$ cat config.mk
export PLATFORM = sky130hd
export DESIGN_NAME = serial_add_ctrl
export DESIGN_NICKNAME = d
export VERILOG_FILES = /design/src/rtl/serial_add_ctrl_pkg.sv /design/src/rtl/fullAdder.sv /design/src/rtl/serial_add_ctrl.sv
export SDC_FILE = /design/constraint.sdc
export NUM_CORES = 1
export LEC_CHECK = 0
export ABC_AREA = 1
export CORE_ASPECT_RATIO = 0.75
export CORE_MARGIN = 10
export CORE_UTILIZATION = 25
export CTS_CLUSTER_DIAMETER = 40
export CTS_CLUSTER_SIZE = 10
export DETAILED_ROUTE_END_ITERATION = 10
export DONT_BUFFER_PORTS = 1
export GPL_TIMING_DRIVEN = 0
export HOLD_SLACK_MARGIN = 0.15
export PLACE_DENSITY = 0.42
export SYNTH_ARGS = -nofsm -noshare
export SYNTH_HDL_FRONTEND = slang
export SYNTH_SLANG_ARGS = --single-unit
$ cat constraint.sdc
create_clock -name clk -period 1.85 [get_ports clk]
set_input_delay 0.0925 -clock clk [delete_from_list [all_inputs] [get_ports clk]]
set_output_delay 0.0925 -clock clk [all_outputs]
set_load 0.005 [all_outputs]
$ cat src/rtl/serial_add_ctrl_pkg.sv
// Shared definitions for the bit-serial adder controller: default width and
// the FSM state encoding.
package serial_add_ctrl_pkg;

  localparam int DEF_WIDTH = 8;

  typedef enum logic [1:0] {
    ST_IDLE  = 2'd0,
    ST_SHIFT = 2'd1,
    ST_DONE  = 2'd2
  } state_e;

endpackage

$ cat src/rtl/fullAdder.sv
// One-bit full-adder cell, reused by the serial adder for every bit position.
module fullAdder (
  input  logic a,
  input  logic b,
  input  logic c_in,
  output logic sum,
  output logic carry
);

  // Pure combinational sum/carry of three input bits.
  always_comb begin
    sum   = a ^ b ^ c_in;
    carry = (a & b) | (c_in & (a ^ b));
  end

endmodule

$ cat src/rtl/serial_add_ctrl.sv
// Bit-serial adder sequencer: accepts two WIDTH-bit operands plus carry-in,
// feeds one bit per clock (LSB first) through a single full-adder cell and
// presents {c_out, sum} on a valid/ready response channel.
module serial_add_ctrl
  import serial_add_ctrl_pkg::*;
#(
  parameter int WIDTH = DEF_WIDTH
) (
  input  logic             clk,
  input  logic             rst_n,
  input  logic             start_valid,
  output logic             start_ready,
  input  logic [WIDTH-1:0] a,
  input  logic [WIDTH-1:0] b,
  input  logic             c_in,
  output logic             result_valid,
  input  logic             result_ready,
  output logic [WIDTH-1:0] sum,
  output logic             c_out,
  output logic             busy
);

  localparam int                CNT_W    = $clog2(WIDTH);
  localparam logic [CNT_W-1:0] CNT_LAST = CNT_W'(WIDTH - 1);

  state_e             state_q, state_d;
  logic [WIDTH-1:0]   a_sh_q, a_sh_d;
  logic [WIDTH-1:0]   b_sh_q, b_sh_d;
  logic [WIDTH-1:0]   sum_sh_q, sum_sh_d;
  logic               carry_q, carry_d;
  logic [CNT_W-1:0]   cnt_q, cnt_d;

  logic               fa_sum;
  logic               fa_carry;
  logic               accept;

  // The shared arithmetic cell always looks at the current LSBs and carry.
  fullAdder u_fa (
    .a     (a_sh_q[0]),
    .b     (b_sh_q[0]),
    .c_in  (carry_q),
    .sum   (fa_sum),
    .carry (fa_carry)
  );

  // Handshake and status outputs decoded straight from the state register.
  always_comb begin
    start_ready  = (state_q == ST_IDLE);
    result_valid = (state_q == ST_DONE);
    busy         = (state_q != ST_IDLE);
    accept       = start_valid && start_ready;
    sum          = sum_sh_q;
    c_out        = carry_q;
  end

  // Next-state and datapath update for load, shift and hold.
  always_comb begin
    // NOTE: every signal gets a hold default first so no path leaves it unassigned (no latches).
    state_d  = state_q;
    a_sh_d   = a_sh_q;
    b_sh_d   = b_sh_q;
    sum_sh_d = sum_sh_q;
    carry_d  = carry_q;
    cnt_d    = cnt_q;

    case (state_q)
      ST_IDLE: begin
        if (accept) begin
          a_sh_d  = a;
          b_sh_d  = b;
          carry_d = c_in;
          cnt_d   = '0;
          state_d = ST_SHIFT;
        end
      end

      ST_SHIFT: begin
        sum_sh_d = {fa_sum, sum_sh_q[WIDTH-1:1]};
        a_sh_d   = {1'b0, a_sh_q[WIDTH-1:1]};
        b_sh_d   = {1'b0, b_sh_q[WIDTH-1:1]};
        carry_d  = fa_carry;
        // Counter parks on the last index instead of wrapping.
        if (cnt_q == CNT_LAST) begin
          state_d = ST_DONE;
        end else begin
          cnt_d = cnt_q + CNT_W'(1);
        end
      end

      ST_DONE: begin
        if (result_ready) begin
          state_d = ST_IDLE;
        end
      end

      default: state_d = ST_IDLE;
    endcase
  end

  // State and datapath registers; reset aborts any operation in flight.
  always_ff @(posedge clk or negedge rst_n) begin
    if (!rst_n) begin
      // NOTE: async reset clears every register, including the shift registers, so sum reads 0 at once.
      state_q  <= ST_IDLE;
      a_sh_q   <= '0;
      b_sh_q   <= '0;
      sum_sh_q <= '0;
      carry_q  <= 1'b0;
      cnt_q    <= '0;
    end else begin
      // NOTE: non-blocking assignments so every register samples pre-edge values.
      state_q  <= state_d;
      a_sh_q   <= a_sh_d;
      b_sh_q   <= b_sh_d;
      sum_sh_q <= sum_sh_d;
      carry_q  <= carry_d;
      cnt_q    <= cnt_d;
    end
  end

endmodule
Yosys cells after proc, flatten, opt, wreduce, memory -nomap -nowiden
Cells that the tools add are included.

storage, ports and cells
  input bits = 21
  register bits after elaboration = 30
  output and inout port bits = 12
  logic and storage cells = 39

cells by class
  add/subtract/negate cells = 1
  reductions and logical operators = 7
  mux-type cells = 13
  bitwise logic cells = 5
  equality and inequality tests = 7

operators with widths
  cell                                                   number
  case mux 8 bit (2 select lines)                        2
  two-way mux 8 bit                                      2
  two-way mux 2 bit                                      3
  two-way mux 3 bit                                      2
  case mux 2 bit (3 select lines)                        1
  case mux 3 bit (2 select lines)                        1
  AND reduction 3 bit                                    2
  inequality test 2 x 1 -> 1 bit, second input constant  2
  inequality test 2 bit, second input constant           2
  nonzero test 2 bit                                     2
  adder 3 x 1 -> 3 bit, second input constant            1
  == test 3 bit, second input constant                   1
  AND 1 bit                                              2
  == test 2 x 1 -> 1 bit, second input constant          1
  == test 2 bit, second input constant                   1
  zero test 2 bit                                        1
  case mux 1 bit (2 select lines)                        1
  AND reduction 2 bit                                    1
  bitwise XOR 1 bit                                      2
  logical AND 1 bit                                      1
  two-way mux 1 bit                                      1
  OR 1 bit                                               1

Depth between registers and ports, before layout
  depth after elaboration = 4
  mapped depth = 7

By module
Synthesis repeated with hierarchy kept, for this count alone.

second synthesis, totals
  cells, all modules = 184
  area, all modules = 1458.9 um^2

modules (own cells, without submodules)
  module           cells each  area an instance (um^2)  instances  seq. area each (um^2)
  serial_add_ctrl  183         1438.9                   1          750.7
  fullAdder        1           20.0                     1          0.0

Worst setup path after synthesis
No wires, ideal clock.

  path kind = register to register
  from = register cnt_q[0]
  to = register cnt_q[0]
  setup slack = 0.647 ns
  cell stages (with the launch flop) = 7
  data required time = 1.732 ns
  library setup time = 0.118 ns
  arrival time = 1.085 ns
  path buffers = 0
  path through = dfrtp_1 > ha_1 > ha_1 > inv_1 > nand3_1 > nand3_1 > nand2_1

between the ends
  cells in the longest elaborated chain, start to end = 3

ends and longest elaborated chain
  what                                                                    RTL line                                      text
  start: declaration                                                      serial_add_ctrl.sv:31                         logic [CNT_W-1:0] cnt_q, cnt_d;
  start signal: assignment                                                serial_add_ctrl.sv:117                        cnt_q <= cnt_d;
  adder 3 x 1 -> 3 bit or == test 3 bit (tied branches)                   serial_add_ctrl.sv:86, serial_add_ctrl.sv:83
  two-way mux 3 bit or inequality test 2 bit (tied branches)              -
  case mux 3 bit (2 select lines) or AND reduction 3 bit (tied branches)  -

Parallel ways exist; a longest one is shown, timed or not. The select of a mux whose other input is x is not followed.
A chain may end at the register's enable or synchronous reset.

Worst setup path in the final report
  from = register state_q[0]
  to = register b_sh_q[7]

between the ends
  cells in the longest elaborated chain, start to end = 4

ends and longest elaborated chain
  what                                      RTL line                text
  start: declaration                        serial_add_ctrl.sv:26   state_e state_q, state_d;
  start signal: assignment                  serial_add_ctrl.sv:112  state_q <= state_d;
  zero test 2 bit (*)                       serial_add_ctrl.sv:48   start_ready = (state_q == ST_IDLE);
  named net start_ready                     serial_add_ctrl.sv:12   output logic start_ready,
  logical AND 1 bit                         serial_add_ctrl.sv:51   accept = start_valid && start_ready;
  inequality test 2 x 1 -> 1 bit (no line)  -
  AND reduction 2 bit (no line)             -
  end signal: assignment                    serial_add_ctrl.sv:114  b_sh_q <= b_sh_d;
  end: declaration                          serial_add_ctrl.sv:28   logic [WIDTH-1:0] b_sh_q, b_sh_d;

Mark *: on every way through the listed nets, which the timed path passes. The rest lies on a longest branch.

==> impl_metrics.toml <==
[critical_path]
timing.rr.start = "state_q[0]"
rrSetupSlack_ns = 0.16
critPathArrivalTime_ns = 1.91
cp-end-kind = "register"
r2r-end = "b_sh_q[7]"
crit_path_end = "b_sh_q[7]"
required_ns = 2.07
path_max_fanout = 7
ff2ff_path_depth = 5
crit_start = "state_q[0]"
worstSetupStartpointType = "register"
critical_path_class = "register to register"

[global_route]
grt_usage = 0.0891
grt_pass1_wl_mm = 6.58
gr-total-overflow = 0
grt_max_degree = 31
grt_pass1_vias = 1288
antenna_found_initial = 0

[cts]
cts-root-buf = "clkbuf_8"
ctsHoldBuffers = 23
clk_pin_slew_worst_paths_ns = 0.07
cts.path.max_buffers = 2
clock-sinks = 30
cts_setup_buffers = 0
ctsResizeCount = 0
cts_tree = "yes"
clk_latency_ns = 0.29
cts_buffers = 5
htree_levels = 2

[timing]
worst_slack_ns = 0.164
final_max_slew_viol_count = 0
fin_skew_ns = 0.00988
report.final.setup_viol = 0
slew_headroom = 0.722
fin_hold_ws_ns = 0.242
period_minus_slack_ns = 1.69
report.final.hold_viol_count = 0
fin_tns_setup_ns = 0
max_freq_mhz = 593
tightest_slew_ns = 0.415
fin_crit_sh = 0.912
rsz0062_at_grt = "no"

[cells_and_area]
fin_nets = 238
antenna_cells = 0
layout-drive-gt1-share = 0.0977
nFillCells = 597
seqCellArea_sq_um = 751
multi_input_area_sq_um = 598
layout_common_cells = "nand2_1 (93), dfrtp_1 (30), nand3_1 (23), dlygate4sd3_1 (22), inv_1 (8)"
layout_commonest_cell = "nand2_1"
final_area_sq_um = 1890
area_growth_pct = 30.6

[placement]
port_buffers = 0
place_area_sq_um = 1540
pre_cts_slack_ns = 0.502
dp_hpwl_mm = 2.69
gp_congestion = 0.704

[drt]
wirelength_mm = 3.89
wire_per_inst_um = 13.4
ant_nets = 0
viasPerCell = 4.34
drt-pass1-iter-count = 4
drc = 0
drt-initial-drc-count = 36
vias = 1259

[floorplan]
rows = 23
start_util = 0.265
die_h_um = 85.9
coreArea_sq_um = 5470
die_area_sq_um = 9270
dieWidth_um = 108
io-pin-count = 33

[yosys]
syn_avg_cell_area_sq_um = 7.87
synthCells = 184
synth.net_count = 208
synth.top_cell.area_share = 0.519
synth_area_sq_um = 1450
yosysWarnings = 0
yosysSeqAreaShare = 0.519
synth_cell_types = 15
ys_ff_latch = 30
synth_area_leaders = "dfrtp_1 (52%), nand2_1 (24%), nand3_1 (8.0%)"
netlist.top_cell.by_area = "dfrtp_1"

[pwr]
p_sw_frac = 0.402
power_uw = 3080
p_sw_uw = 1240
power_frac_seq = 0.379
vdd_drop_max_v = 0.000490
power_frac_comb = 0.405
p_int_uw = 1840
p_leak_uw = 0.000983
powerDensity_nw_per_um2 = 1630
clockPowerShare = 0.215

[hold_path]
min_path_type = "primary input to async pin"

[flow_run]
max_cap_viol_count = 0

[run_status]
status = "completed"
final cells by class:
cell class,count,area share
clock inverters,3,0.0212
inverters,9,0.0179
repair buffers,23,0.127
flip-flops and latches,30,0.397
well taps,75,0.0496
plain buffers,10,0.0344
clock buffers,5,0.0364
multi-input cells,135,0.316
synthesized netlist by cell type, drive strengths merged:
cell / n
a21oi: 3
buf: 10
dfrtp: 30
fa: 1
ha: 2
inv: 9
nand2: 93
nand3: 23
nand4: 3
nor2: 5
o21ai: 5
critical path, cell delays in order (launching register included):
cell           delay, ns
dfrtp_1             0.37
buf_6               0.13
nor2_1              0.34
nand3_1             0.13
dlygate4sd3_1       0.58
nand2_1             0.06
power by group through the flow:
stage / sequential (uW) / clock [uW] / combinational, uW
6_report: 1170 / 663 / 1250
2_1_floorplan: 1120 / 0 / 957
3_5_place_dp: 1190 / 0 / 1220
4_1_cts: 1180 / 679 / 1280
3_3_place_gp: 1180 / 0 / 1210
5_1_grt: 1220 / 713 / 1460
metrics by stage:
stage                     cells   util
after floorplan             184      -
after global placement      259  0.282
after detailed placement    259  0.282
after CTS                   290  0.346
after global routing        290  0.346
final                       290  0.346
worst min-delay path by stage:
| stage | startpoint | endpoint | depth (start not counted) |
|---|---|---|---|
| final | rst_n | sum[4] | 2 |
| after detailed placement | rst_n | sum[4] | 0 |
| after CTS | rst_n | sum[5] | 2 |
| after floorplan | rst_n | a_sh_q[0] | 0 |
| after global routing | rst_n | sum[5] | 2 |
| after global placement | rst_n | sum[4] | 0 |
sequential cells by signal, indices dropped and copies added (netlist names):
| signal | cells |
|---|---|
| a_sh_q | 8 |
| b_sh_q | 8 |
| c_out | 1 |
| cnt_q | 3 |
| state_q | 2 |
| sum | 8 |
kinds of logic (layout without fill, tap and decap cells):
kind of cell	after synthesis	after routing	share of synthesized area
simple gates	124	124	0.347
flops	30	30	0.519
compound gates	8	8	0.0354
fa+ha+maj	3	3	0.0311
buf+inv	19	50	0.0683
routing by layer:
metal  wire length (um)  global-route usage  vias up
li1                   -                   -      634
met3                320              0.0396        4
met5                  0                   0        -
met1               1940               0.116      587
met2               1590               0.127       34
met4                 39              0.0291        0
Note: power is estimated with default switching activity, not from simulation.
